**config.mk**
```make
export PLATFORM = sky130hd
export DESIGN_NAME = makeshift_rr_resp_router
export DESIGN_NICKNAME = d
export VERILOG_FILES = /design/src/rtl/makeshift_rr_resp_router.sv
export SDC_FILE = /design/constraint.sdc
export NUM_CORES = 1
export LEC_CHECK = 0
export BUFFER_PORTS_ARGS = -buffer_cell sky130_fd_sc_hd__buf_2
export CAP_MARGIN = 20
export CORE_MARGIN = 2
export CORE_UTILIZATION = 38
export CTS_CLUSTER_DIAMETER = 60
export CTS_CLUSTER_SIZE = 24
export DETAILED_ROUTE_END_ITERATION = 8
export PLACE_DENSITY = 0.79
export SYNTH_ARGS = -nofsm -noshare
export SYNTH_HDL_FRONTEND = slang
export SYNTH_SLANG_ARGS = --single-unit
```
**constraint.sdc**
```tcl
create_clock -name clk_i -period 2.8 [get_ports clk_i]
set_input_delay 0.14 -clock clk_i [delete_from_list [all_inputs] [get_ports clk_i]]
set_output_delay 0.14 -clock clk_i [all_outputs]
set_load 0.01 [all_outputs]
```
**src/rtl/makeshift_rr_resp_router.sv**
```systemverilog
// makeshift_rr_resp_router
//
// Return path for the two-input round-robin request arbiter. Each issued grant
// records its source id (0 or 1) in a small in-order tag FIFO; responses coming
// back from the downstream responder are steered to the requester at the FIFO
// head through a valid/ready handshake. The arbiter is back-pressured through
// ready_o when the tag FIFO is full.
//
// Ports:
//   clk_i          sole clock, all state updates on posedge
//   reset_i        synchronous, active-high reset
//   grants_i       one-hot grant pulse from the arbiter (bit i = source i issued)
//   ready_o        tag space available; arbiter yumi must be gated with this
//   resp_v_i       downstream response valid
//   resp_data_i    downstream response payload
//   resp_ready_o   response accepted this cycle when high together with resp_v_i
//   resp_v_o       per-requester response valid, at most one bit high
//   resp_data_o    response payload shared by both requesters
//   resp_ready_i   per-requester ready
//   outstanding_o  number of granted requests still awaiting a response
//   error_o        sticky protocol-violation flag, cleared only by reset

module makeshift_rr_resp_router #(
  parameter int unsigned data_width_p = 32,
  parameter int unsigned els_p        = 4
) (
  input  logic                         clk_i,
  input  logic                         reset_i,
  input  logic [1:0]                   grants_i,
  output logic                         ready_o,
  input  logic                         resp_v_i,
  input  logic [data_width_p-1:0]      resp_data_i,
  output logic                         resp_ready_o,
  output logic [1:0]                   resp_v_o,
  output logic [data_width_p-1:0]      resp_data_o,
  input  logic [1:0]                   resp_ready_i,
  output logic [$clog2(els_p+1)-1:0]   outstanding_o,
  output logic                         error_o
);

  localparam int unsigned PtrW = (els_p > 1) ? $clog2(els_p) : 1;
  localparam int unsigned CntW = $clog2(els_p + 1);

  // Tag storage: one bit per entry holding the source id of the grant.
  logic [els_p-1:0] r_tags;
  logic [PtrW-1:0]  r_rd_ptr;
  logic [PtrW-1:0]  r_wr_ptr;
  logic [CntW-1:0]  r_count;
  logic             r_error;

  logic            w_empty;
  logic            w_full;
  logic            w_head_id;
  logic            w_single_grant;
  logic            w_push;
  logic            w_pop;
  logic            w_resp_ready;
  logic            w_err;
  logic [CntW-1:0] w_count_next;

  // Circular pointer advance; els_p need not be a power of two.
  function automatic logic [PtrW-1:0] ptr_inc(input logic [PtrW-1:0] p);
    return (p == PtrW'(els_p - 1)) ? '0 : p + 1'b1;
  endfunction

  always_comb begin
    w_empty        = (r_count == '0);
    w_full         = (r_count == CntW'(els_p));
    w_head_id      = r_tags[r_rd_ptr];
    w_single_grant = (grants_i == 2'b01) || (grants_i == 2'b10);

    // Push only for a legal one-hot grant with space; ready_o is purely registered
    // state, so a pop in the full cycle does not open space until the next cycle.
    w_push = w_single_grant && !w_full;

    // Head tag is only meaningful when not empty; a tag written this cycle is
    // not visible until next cycle (no bypass).
    w_resp_ready = !w_empty && resp_ready_i[w_head_id];
    w_pop        = resp_v_i && w_resp_ready;

    // Each violating action is dropped by the push/pop gating above.
    w_err = (grants_i == 2'b11)
         || ((grants_i != 2'b00) && w_full)
         || (resp_v_i && w_empty);

    unique case ({w_push, w_pop})
      2'b10:   w_count_next = r_count + 1'b1;
      2'b01:   w_count_next = r_count - 1'b1;
      default: w_count_next = r_count;
    endcase
  end

  // Steering outputs.
  always_comb begin
    resp_v_o = 2'b00;
    if (resp_v_i && !w_empty) begin
      resp_v_o[w_head_id] = 1'b1;
    end
    resp_ready_o  = w_resp_ready;
    resp_data_o   = resp_data_i;
    ready_o       = !w_full;
    outstanding_o = r_count;
    error_o       = r_error;
  end

  always_ff @(posedge clk_i) begin
    if (reset_i) begin
      r_rd_ptr <= '0;
      r_wr_ptr <= '0;
      r_count  <= '0;
      r_error  <= 1'b0;
    end else begin
      if (w_push) begin
        r_wr_ptr <= ptr_inc(r_wr_ptr);
      end
      if (w_pop) begin
        r_rd_ptr <= ptr_inc(r_rd_ptr);
      end
      r_count <= w_count_next;
      if (w_err) begin
        r_error <= 1'b1;
      end
    end
  end

  // Tag contents need no reset; only entries behind the pointers are ever read.
  always_ff @(posedge clk_i) begin
    if (!reset_i && w_push) begin
      r_tags[r_wr_ptr] <= grants_i[1];
    end
  end

endmodule

```
* Word-level counts from Yosys, hierarchy flattened
Cells that the tools add are included.
** Word-level totals
- Output and inout port bits :: 40
- Input port bits :: 39
- Word-level logic and storage cells :: 53
- Bits in registers :: 12
** Cells by class
- Add/sub/neg operators :: 4
- Multiplexer cells :: 13
- $lt $le $gt $ge :: 5
- Equality and inequality tests :: 8
- Reductions and logical operators :: 18
** Operator list (number)
- equality test 2 bit (second input constant) :: 5
- logical AND 1 bit :: 9
- less-than comparator 2 x 3 -> 1 bit (second input constant) :: 2
- 2-to-1 mux 2 bit :: 3
- case mux 3 bit (2 select lines) :: 1
- 2-to-1 mux 1 bit :: 5
- adder 2 x 1 -> 2 bit (second input constant) :: 2
- bitwise mux 4 bit :: 1
- equality test 2 x 1 -> 1 bit (second input constant) :: 2
- nonzero test 2 bit :: 2
- adder 3 x 1 -> 3 bit (second input constant) :: 1
- equality test 3 bit (second input constant) :: 1
- logical NOT 1 bit :: 3
- logical NOT 3 bit :: 1
- logical OR 1 bit :: 3
- subtractor 3 x 1 -> 3 bit (second input constant) :: 1
- binary-select mux 1 bit (select 2 bit) :: 1
- demux 1 bit (select 2 bit) :: 1
- >= comparator 2 x 1 -> 1 bit (second input constant) :: 1
- less-than comparator 1 x 2 -> 1 bit (second input constant) :: 1
- demux 1 bit (select 1 bit) :: 1
- >= comparator 1 bit (second input constant) :: 1

* Logic depth before layout (Yosys ltp)
Gate-level depths: netlist of the first run.
- Word-level depth :: 8
- Depth in mapped cells :: 9

* Least setup slack after synthesis of the first run
Ideal clock, no wire load.
- Path type :: register to register
- Start :: register r_rd_ptr[0]
- End :: register r_count[2] (netlist: outstanding_o[2])
- Data required time :: 2.729 ns
- Buffers on the path :: 0
- Cell stages (with the launch flop) :: 9
- Slack :: 0.324 ns
- Arrival time :: 2.405 ns
- Library setup time :: 0.071 ns
- Period minus slack after synthesis :: 2.476 ns
- Cell sequence :: dfxtp_1 mux4_2 mux2i_2 ha_1 inv_1 fa_1 xor2_1 or3_1 a21oi_1
** On the way
- Word-level cells in the longest chain between the ends :: 8
** Ends and longest elaborated chain
- start, declared :: RTL line 46 : logic [PtrW-1:0] r_rd_ptr;
- start signal, assigned :: RTL line 117 : r_rd_ptr <= ptr_inc(r_rd_ptr);
- binary-select mux 1 bit (select 2 bit) (*) :: RTL line 69 : w_head_id = r_tags[r_rd_ptr];
- 2-to-1 mux 1 bit (not written as such) (*) :: RTL line 69
- 2-to-1 mux 1 bit (not written as such) (*) (2 in series) :: RTL line 78 : w_resp_ready = !w_empty && resp_ready_i[w_head_id];
- logical AND 1 bit (*) :: RTL line 78
- logical AND 1 bit (*) :: RTL line 79 : w_pop = resp_v_i && w_resp_ready;
- via w_pop :: RTL line 56 : logic w_pop;
- equality test 2 x 1 -> 1 bit / equality test 2 bit (equally long branches) :: RTL line 86 : unique case ({w_push, w_pop})
- case mux 3 bit (2 select lines) / nonzero test 2 bit (equally long branches)
- end signal, assigned :: RTL line 119 : r_count <= w_count_next;
- end, declared :: RTL line 48 : logic [CntW-1:0] r_count;
Mark *: on every way through the listed nets, which the timed path passes. The rest lies on a longest branch. The select of a mux whose other input is x is not followed.
A chain may end at the register's enable or synchronous reset.

* Final worst setup path of the first run
Ends and elaborated chain as after synthesis.

==> flow_summary.json, run 1 <==
{
  "status": "finished clean",
  "routabilityCongestion": 0.730,
  "clockRootBuffer": "clkbuf_4",
  "met2_length_um": 741,
  "dr.pass1.iters": 4,
  "dp.cells": 115,
  "grt_max_degree": 15,
  "synthDistinctLibCells": 26,
  "die_h_um": 54.3,
  "dp.final_hpwl_mm": 1.27,
  "multiInputGateArea_um2": 412,
  "synth-simple-area-share_pct": 13.3,
  "worstMarginPinSlew_ns": 0.582,
  "ys_ff_latch": 12,
  "setup-violations-final": 0,
  "synth_area_um2": 961,
  "fin_area_um2": 860,
  "drive_gt1_share_pct": 23.6,
  "antenna_cells": 0,
  "drt_first_iter_violations": 15,
  "die_w_um": 54.3,
  "layout.area.seq_um2": 280,
  "avgSynthCellArea_um2": 9.24,
  "synth_top_area_share_pct": 25.0,
  "routedWlPerCell_um": 13.5,
  "timing.fmax_mhz": 388,
  "slew_violations": 0,
  "async_flop_share_pct": 0,
  "timing.slew.headroom_pct": 60.7,
  "crit_chain": "mux4_2, mux2i_4, ha_1, inv_1, fa_1, xor2_1, or3_1, a21oi_1",
  "maxCapViolCount": 0,
  "place_area_um2": 825,
  "synth_nets": 152,
  "finalSetupTns_ns": 0,
  "vias": 610,
  "final_util_pct": 35.3,
  "viasPerCell": 5.13,
  "critPathMaxFanout": 4,
  "start_util_pct": 39.5,
  "highest_layer": "met4",
  "endpoint_kind": "flop",
  "peakVddDrop_mv": 0.288,
  "netlist_instances": 104,
  "synth_compound_area_share_pct": 6.90,
  "clk_latency_ns": 0.28,
  "synth_area_leaders": "buf_4 25%, dfxtp_1 17%, edfxtp_1 13%",
  "cts_setup_buffers": 0,
  "nFillCells": 253,
  "cts.sinks": 12,
  "cts_tree": "yes",
  "grt_pass1_wl_mm": 2.31,
  "gr-total-overflow": 0,
  "grt_setup_unrepaired": "no",
  "synthFlopType": "dfxtp_1",
  "finalClockSkew_ns": 0.00849,
  "synth_top_family_by_area": "buffers and inverters",
  "cts.clk_slew.worst_paths_ns": 0.08,
  "final_hold_viol_count": 0,
  "grt_usage_pct": 11.5,
  "seq_area_frac_synth_pct": 29.2,
  "drt_wl_total_mm": 1.60,
  "grt_pass1_vias": 517,
  "wirelength_met1_um": 623,
  "cp-start-kind": "flop",
  "stdcell_count": 119,
  "crit_required_ns": 3.02,
  "min_path_type": "input pin to flop",
  "worstPathArrival_ns": 2.79,
  "drc": 0,
  "syn2layout_area_growth_pct": -10.5,
  "die-area_um2": 2950,
  "clock_path_buffers": 2,
  "synthMuxAreaShare_pct": 7.42,
  "core_um2": 2430,
  "cp.buffers_inverters": 1,
  "synthXorXnorAreaFrac_pct": 1.82,
  "leakage_nw": 0.359,
  "ys_warn_count": 0,
  "netlist.top_cell.by_area": "buf_4",
  "nets": 138,
  "crit_family": "multiplexers",
  "p_total_uw": 648,
  "io_pins": 79,
  "crit_path_top_delay_cell": "mux4_2",
  "path_class": "flop to flop",
  "synthAdderAreaFrac_pct": 12.5,
  "p_per_area_nw_per_um2": 754,
  "cp_slowest_stage_delay_ns": 0.60,
  "wl_met3_um": 199,
  "place.port_buffers": 14,
  "rows": 18,
  "cts_buffers": 3,
  "synth_edf_count": 4,
  "htreeDepth": 1,
  "period_share_pct": 92.0,
  "antenna_left": 0,
  "period_minus_slack_ns": 2.58,
  "antenna_found_initial": 0
}
path summary, 6_finish.rpt:
kind / slack (ns) / cells after the start / endpoint / startpoint
max: 0.22 / 8 / outstanding_o[2]$_SDFFE_PP0P_ / r_rd_ptr[0]$_SDFFE_PP0P_
min: 0.12 / 1 / r_tags[3]$_DFFE_PP_ / grants_i[1]
max reg2reg: 0.22 / 8 / outstanding_o[2]$_SDFFE_PP0P_ / r_rd_ptr[0]$_SDFFE_PP0P_
min reg2reg: 0.51 / 2 / error_o$_SDFFE_PP0P_ / error_o$_SDFFE_PP0P_
state kept, by name, summed over array words and instances, names as in the netlist:
signal         cells
error_o            1
r_rd_ptr           2
outstanding_o      3
r_wr_ptr           2
r_tags             4
per-layer routing:
metal / up-vias / GRT usage, %
li1: 287 / -
met1: 284 / 13.5
met2: 33 / 17.1
met3: 6 / 5.46
met4: 0 / 6.67
met5: - / 0
logic make-up (layout without fill, tap and decap cells):
kind of cell / after synthesis / after routing
AOI/OAI and AO/OA: 11 / 11
xor gates and xnor gates: 2 / 2
adders and majority gates: 9 / 9
buffers and inverters: 42 / 27
DFF: 12 / 12
muxes: 5 / 5
and+or+nand+nor: 23 / 23
area by class of cell:
cell class	instances	share of cell area, %
Tap cell	30	4.37
Clock buffer	3	2.62
Multi-Input combinational cell	50	47.9
Clock inverter	1	0.437
Sequential cell	12	32.6
Inverter	9	3.93
Timing Repair Buffer	14	8.15
timing repair:
action | in CTS | in global routing
resized for setup | 0 | 1
hold buffers | 0 | 0
endpoints found under the setup margin | 0 | 1
metrics by stage:
stage	worst slack (ns)	hold slack, ns
floorplan	0.324	0.239
finish	0.223	0.124
global route	0.0380	0.118
global placement	0.256	0.280
detailed placement	0.146	0.280
CTS	0.128	0.125
cell usage in the layout (no fill, tap or decap), types with 4 or more instances in the layout:
master    instances
a21oi_1           5
buf_2            14
dfxtp_1           8
edfxtp_1          4
ha_1              8
inv_1             8
nor2_1            6
nor3b_1           5
worst reg2reg max path, delay by kind of cell (launching register included):
kind                       cells  cell delay (ns)
muxes                          2             0.85
adders and majority gates      2             0.61
DFF                            1             0.41
and+or+nand+nor                1             0.30
xor gates and xnor gates       1             0.16
AOI/OAI and AO/OA              1             0.13
buffers and inverters          1             0.06
synth_stat cells, drive strengths merged, types with 2 or more instances:
master  number
ha           8
mux2i        3
edfxtp       4
dfxtp        8
inv          9
nor3b        5
o21ai        3
nor3         2
o311ai       2
nor2b        2
nor2         6
nand2b       3
xor2         2
buf         32
a21oi        5
nand2        2
report_power, final:
part / internal [mW] / switching [mW] / total [mW]
logic: 0.130 / 0.146 / 0.276
registers: 0.214 / 0.0454 / 0.260
clock network: 0.0516 / 0.0606 / 0.112
total: 0.396 / 0.252 / 0.648
Note: power is estimated with default switching activity, not from simulation.
==> run 2, diff against run 1 <==
--- a/config.mk
+++ b/config.mk
@@ -7,12 +7,16 @@
 export LEC_CHECK = 0
 export BUFFER_PORTS_ARGS = -buffer_cell sky130_fd_sc_hd__buf_2
 export CAP_MARGIN = 20
+export CELL_PAD_IN_SITES_DETAIL_PLACEMENT = 0
+export CELL_PAD_IN_SITES_GLOBAL_PLACEMENT = 2
 export CORE_MARGIN = 2
-export CORE_UTILIZATION = 38
+export CORE_UTILIZATION = 19
 export CTS_CLUSTER_DIAMETER = 60
 export CTS_CLUSTER_SIZE = 24
 export DETAILED_ROUTE_END_ITERATION = 8
-export PLACE_DENSITY = 0.79
+export GPL_ROUTABILITY_DRIVEN = 0
+export GPL_TIMING_DRIVEN = 0
+export PLACE_DENSITY_LB_ADDON = 0.1
 export SYNTH_ARGS = -nofsm -noshare
 export SYNTH_HDL_FRONTEND = slang
 export SYNTH_SLANG_ARGS = --single-unit
==> flow_summary.json, run 2 (synthesized netlist as in run 1, its figures left out) <==
{
  "status": "finished clean",
  "gr-total-overflow": 0,
  "cts.clk_slew.worst_paths_ns": 0.06,
  "ctsHoldBuffers": 0,
  "grt_max_degree": 11,
  "timing.slew.headroom_pct": 61.0,
  "slew_violations": 0,
  "path_class": "flop to flop",
  "die-area_um2": 5640,
  "switchingPower_uw": 290,
  "pwr-share-clk_pct": 21.0,
  "final_cell_mix": "46 x buf_2, 32 x buf_4, 8 x inv_1, 8 x ha_1, 8 x dfxtp_1",
  "final_hold_viol_count": 0,
  "layout.area.seq_um2": 280,
  "hold_depth": 1,
  "grt_usage_pct": 7.56,
  "reg2regPathDepth": 8,
  "place_area_um2": 1270,
  "drt_first_iter_violations": 24,
  "dr.pass1.iters": 3,
  "antenna_found_initial": 0,
  "peakVddDrop_mv": 0.222,
  "cts.sinks": 12,
  "timing.fmax_mhz": 381,
  "p_per_area_nw_per_um2": 583,
  "combPwrFrac_pct": 45.0,
  "start_util_pct": 20.1,
  "endpoint_kind": "flop",
  "fin_area_um2": 1330,
  "place.port_buffers": 46,
  "drc": 0,
  "finalSetupTns_ns": 0,
  "cp-start-kind": "flop",
  "switching_share_pct": 37.4,
  "rows": 25,
  "clockRootBuffer": "clkbuf_8",
  "clock_path_buffers": 2,
  "viasPerCell": 3.86,
  "drt_wl_total_mm": 2.21,
  "period_share_pct": 93.8,
  "p_int_uw": 485,
  "die_h_um": 75.1,
  "crit_required_ns": 2.97,
  "io_pins": 79,
  "drive_gt1_share_pct": 55.2,
  "p_seq_share_pct": 34.0,
  "dp.final_hpwl_mm": 1.88,
  "setup-violations-final": 0,
  "cts_buffers": 3,
  "htreeDepth": 1,
  "worstPathArrival_ns": 2.79,
  "multiInputGateArea_um2": 412,
  "syn2layout_area_growth_pct": 38.3,
  "postCtsResizedCells": 0,
  "maxCapViolCount": 0,
  "clk_latency_ns": 0.24,
  "worstMarginPinSlew_ns": 0.578,
  "hold_slack_ns": 0.171,
  "die_w_um": 75.1,
  "min_path_type": "input pin to flop",
  "grt_pass1_vias": 791,
  "grt_setup_unrepaired": "no",
  "grt_pass1_wl_mm": 3.24,
  "antenna_cells": 0,
  "nets": 203,
  "layout_commonest_cell": "buf_2",
  "critPathMaxFanout": 4,
  "core_um2": 4790,
  "regMostFlops": "r_tags",
  "leakage_nw": 0.648,
  "finalClockSkew_ns": 0.00516,
  "cts_tree": "yes",
  "vias": 853,
  "routedWlPerCell_um": 10.0,
  "nFillCells": 519,
  "period_minus_slack_ns": 2.63,
  "largest_reg_flops": 4,
  "cts_setup_buffers": 0,
  "antenna_left": 0,
  "r2r_setup_slack_ns": 0.17
}
## run 2: cell count changes in the layout (fill, tap and decap cells not counted)
cell / change
buf_2: +32
buf_4: +32
clkbuf_1: +1
clkbuf_4: -3
clkbuf_8: +3
## run 2: area by class of cell
type	instances	share of cell area [%]
multi-input combinational	50	31.0
tap	67	6.31
inverter	9	2.54
timing repair buffer	46	17.3
buffer	33	18.4
clock buffer	3	3.11
clock inverter	1	0.282
sequential	12	21.1
## run 2: layer usage
metal  GRT usage (%)  routed length, µm  up-vias
met5               0                  0        -
met3            3.21                190        2
met1            8.00                872      392
met4            2.18                 12        0
li1                -                  -      414
met2            13.6               1130       45
## run 2: power by group through the flow
stage                     Combinational, mW  Clock [mW]  Sequential [mW]
final                                 0.349       0.163            0.264
after global routing                  0.392       0.177            0.273
after CTS                             0.347       0.170            0.263
after detailed placement              0.346           0            0.267
after global placement                0.339           0            0.266
after floorplan                       0.231           0            0.264
## run 2: worst paths after layout
check | from | to
worst min register to register | r_rd_ptr[1]$_SDFFE_PP0P_ | r_rd_ptr[1]$_SDFFE_PP0P_
worst max-delay path | r_rd_ptr[0]$_SDFFE_PP0P_ | outstanding_o[2]$_SDFFE_PP0P_
worst min-delay path | grants_i[1] | r_tags[1]$_DFFE_PP_
worst max register to register | r_rd_ptr[0]$_SDFFE_PP0P_ | outstanding_o[2]$_SDFFE_PP0P_
## run 2: per-stage QoR
step           power, mW  utilization, %  instances  setup WS (ns)
2_1_floorplan      0.495               -        104          0.324
3_3_place_gp       0.605            26.6        217          0.129
3_5_place_dp       0.614            26.6        217         0.0761
4_1_cts            0.780            27.6        221         0.0622
5_1_grt            0.842            27.8        221        0.00662
6_report           0.775            27.8        221          0.174
## run 2: critical path, cell delays in order, from the launching register on
cell and delay, ns:
dfxtp_1 0.40, mux4_2 0.61, mux2i_4 0.26, ha_1 0.24, inv_1 0.07, fa_1 0.38
xor2_1 0.16, or3_1 0.30, a21oi_1 0.14
==> run 3, diff against run 2 <==
==> constraint.sdc (replaced) <==
create_clock -name clk_i -period 2.7 [get_ports clk_i]
set_input_delay 0.54 -clock clk_i [delete_from_list [all_inputs] [get_ports clk_i]]
set_output_delay 0.54 -clock clk_i [all_outputs]
set_load 0.01 [all_outputs]
==> flow_summary.json, run 3 (synthesized netlist as in run 1, its figures left out) <==
{
  "endpoint": "outstanding_o[2]$_SDFFE_PP0P_",
  "io_pins": 79,
  "grt_max_degree": 11,
  "drt_wl_total_mm": 2.22,
  "setup-violations-final": 0,
  "crit_required_ns": 2.87,
  "period_share_pct": 94.4,
  "largest_reg_flops": 4,
  "finalClockSkew_ns": 0.00515,
  "grt_pass1_vias": 794,
  "layout_commonest_cell": "buf_2",
  "status": "finished clean",
  "viasPerCell": 3.86,
  "place.port_buffers": 46,
  "reg2regPathDepth": 8,
  "critPathMaxFanout": 4,
  "regMostFlops": "r_tags",
  "die-area_um2": 5640,
  "core_um2": 4790,
  "endpoint_kind": "flop",
  "antenna_cells": 0,
  "reg2reg_to": "outstanding_o[2]$_SDFFE_PP0P_",
  "die_w_um": 75.1,
  "r2r_setup_slack_ns": 0.15,
  "antenna_found_initial": 0,
  "start_util_pct": 20.1,
  "clockRootBuffer": "clkbuf_8",
  "finalSetupTns_ns": 0,
  "timing.slew.headroom_pct": 60.7,
  "cts.sinks": 12,
  "nets": 204,
  "gr-total-overflow": 0,
  "dp.final_hpwl_mm": 1.88,
  "min_path_type": "flop to flop",
  "htreeDepth": 1,
  "routedWlPerCell_um": 9.99,
  "cts_tree": "yes",
  "grt_setup_unrepaired": "no",
  "grt_usage_pct": 7.59,
  "final_hold_viol_count": 0,
  "final_cell_mix": "46 x buf_2, 33 x buf_4, 8 x inv_1, 8 x ha_1, 7 x dfxtp_1",
  "vias": 857,
  "ctsHoldBuffers": 0,
  "critPathLaunch": "r_rd_ptr[0]$_SDFFE_PP0P_",
  "grt_pass1_wl_mm": 3.26,
  "syn2layout_area_growth_pct": 39.7,
  "drc": 0,
  "clock_path_buffers": 2,
  "p_per_area_nw_per_um2": 606,
  "drt_first_iter_violations": 24,
  "r2r-start": "r_rd_ptr[0]$_SDFFE_PP0P_",
  "worstPathArrival_ns": 2.71,
  "cts_buffers": 3,
  "die_h_um": 75.1,
  "slew_violations": 0,
  "leakage_nw": 0.656,
  "worstMarginPinSlew_ns": 0.582,
  "clk_latency_ns": 0.24,
  "p_total_uw": 813,
  "peakVddDrop_mv": 0.235,
  "dr.pass1.iters": 3,
  "cp-start-kind": "flop",
  "path_class": "flop to flop",
  "maxCapViolCount": 0,
  "timing.fmax_mhz": 392,
  "drive_gt1_share_pct": 56.8,
  "period_minus_slack_ns": 2.55,
  "rows": 25,
  "antenna_left": 0,
  "cts.clk_slew.worst_paths_ns": 0.05
}
-- run 3: layout make-up --
cell class                      count  area, µm²
Timing Repair Buffer               47        238
Clock inverter                      1       3.75
Multi-Input combinational cell     50        417
Tap cell                           67       83.8
Sequential cell                    12        282
Clock buffer                        3       41.3
Buffer                             33        244
Inverter                            9       33.8
Fill cell                         518       3440
-- run 3: power breakdown --
part / switching, mW / total [mW] / internal [mW]
clock network: 0.0683 / 0.169 / 0.100
registers: 0.0532 / 0.277 / 0.224
logic: 0.182 / 0.368 / 0.186
-- run 3: critical path, stage by stage, from the launching register on --
cell and delay [ns]:
dfxtp_2 0.36, mux4_2 0.58, mux2i_4 0.25, ha_1 0.24, inv_1 0.07, fa_1 0.38
xor2_1 0.16, or3_1 0.30, a21oi_1 0.14
-- run 3: worst min-delay path by stage --
| stage | start | endpoint | slack (ns) | cells past startpoint |
|---|---|---|---|---|
| after floorplan | r_rd_ptr[1]$_SDFFE_PP0P_ | r_rd_ptr[1]$_SDFFE_PP0P_ | 0.47 | 2 |
| after detailed placement | r_rd_ptr[1]$_SDFFE_PP0P_ | r_rd_ptr[1]$_SDFFE_PP0P_ | 0.50 | 2 |
| after global routing | error_o$_SDFFE_PP0P_ | error_o$_SDFFE_PP0P_ | 0.55 | 2 |
| final | r_rd_ptr[1]$_SDFFE_PP0P_ | r_rd_ptr[1]$_SDFFE_PP0P_ | 0.51 | 2 |
| after CTS | r_rd_ptr[1]$_SDFFE_PP0P_ | r_rd_ptr[1]$_SDFFE_PP0P_ | 0.51 | 2 |
| after global placement | r_rd_ptr[1]$_SDFFE_PP0P_ | r_rd_ptr[1]$_SDFFE_PP0P_ | 0.49 | 2 |
-- run 3: what timing repair did --
action                     in CTS  in global routing
setup endpoints to repair       1                  1
buffers inserted                0                  1
resized for setup               1                  2
gates cloned                    0                  0
-- run 3: metal layers --
| layer | share of wire (%) | up-vias | global-route usage (%) | wire (µm) |
|---|---|---|---|---|
| met5 | 0 | - | 0 | 0 |
| met4 | 0.54 | 0 | 2.18 | 12 |
| met3 | 8.9 | 2 | 3.21 | 197 |
| met2 | 51 | 47 | 13.5 | 1140 |
| met1 | 39 | 392 | 8.16 | 870 |
| li1 | - | 416 | - | - |
-- run 3: metrics by stage --
| step | hold WS (ns) | area (µm²) | util (%) | worst slack (ns) | std cells |
|---|---|---|---|---|---|
| floorplan | 0.470 | 961 | - | 0.224 | 104 |
| global placement | 0.489 | 1270 | 26.6 | 0.0286 | 217 |
| detailed placement | 0.499 | 1270 | 26.6 | -0.0239 | 217 |
| CTS | 0.507 | 1330 | 27.8 | 0.0524 | 221 |
| global route | 0.553 | 1340 | 28.1 | 0.00278 | 222 |
| finish | 0.508 | 1340 | 28.1 | 0.152 | 222 |
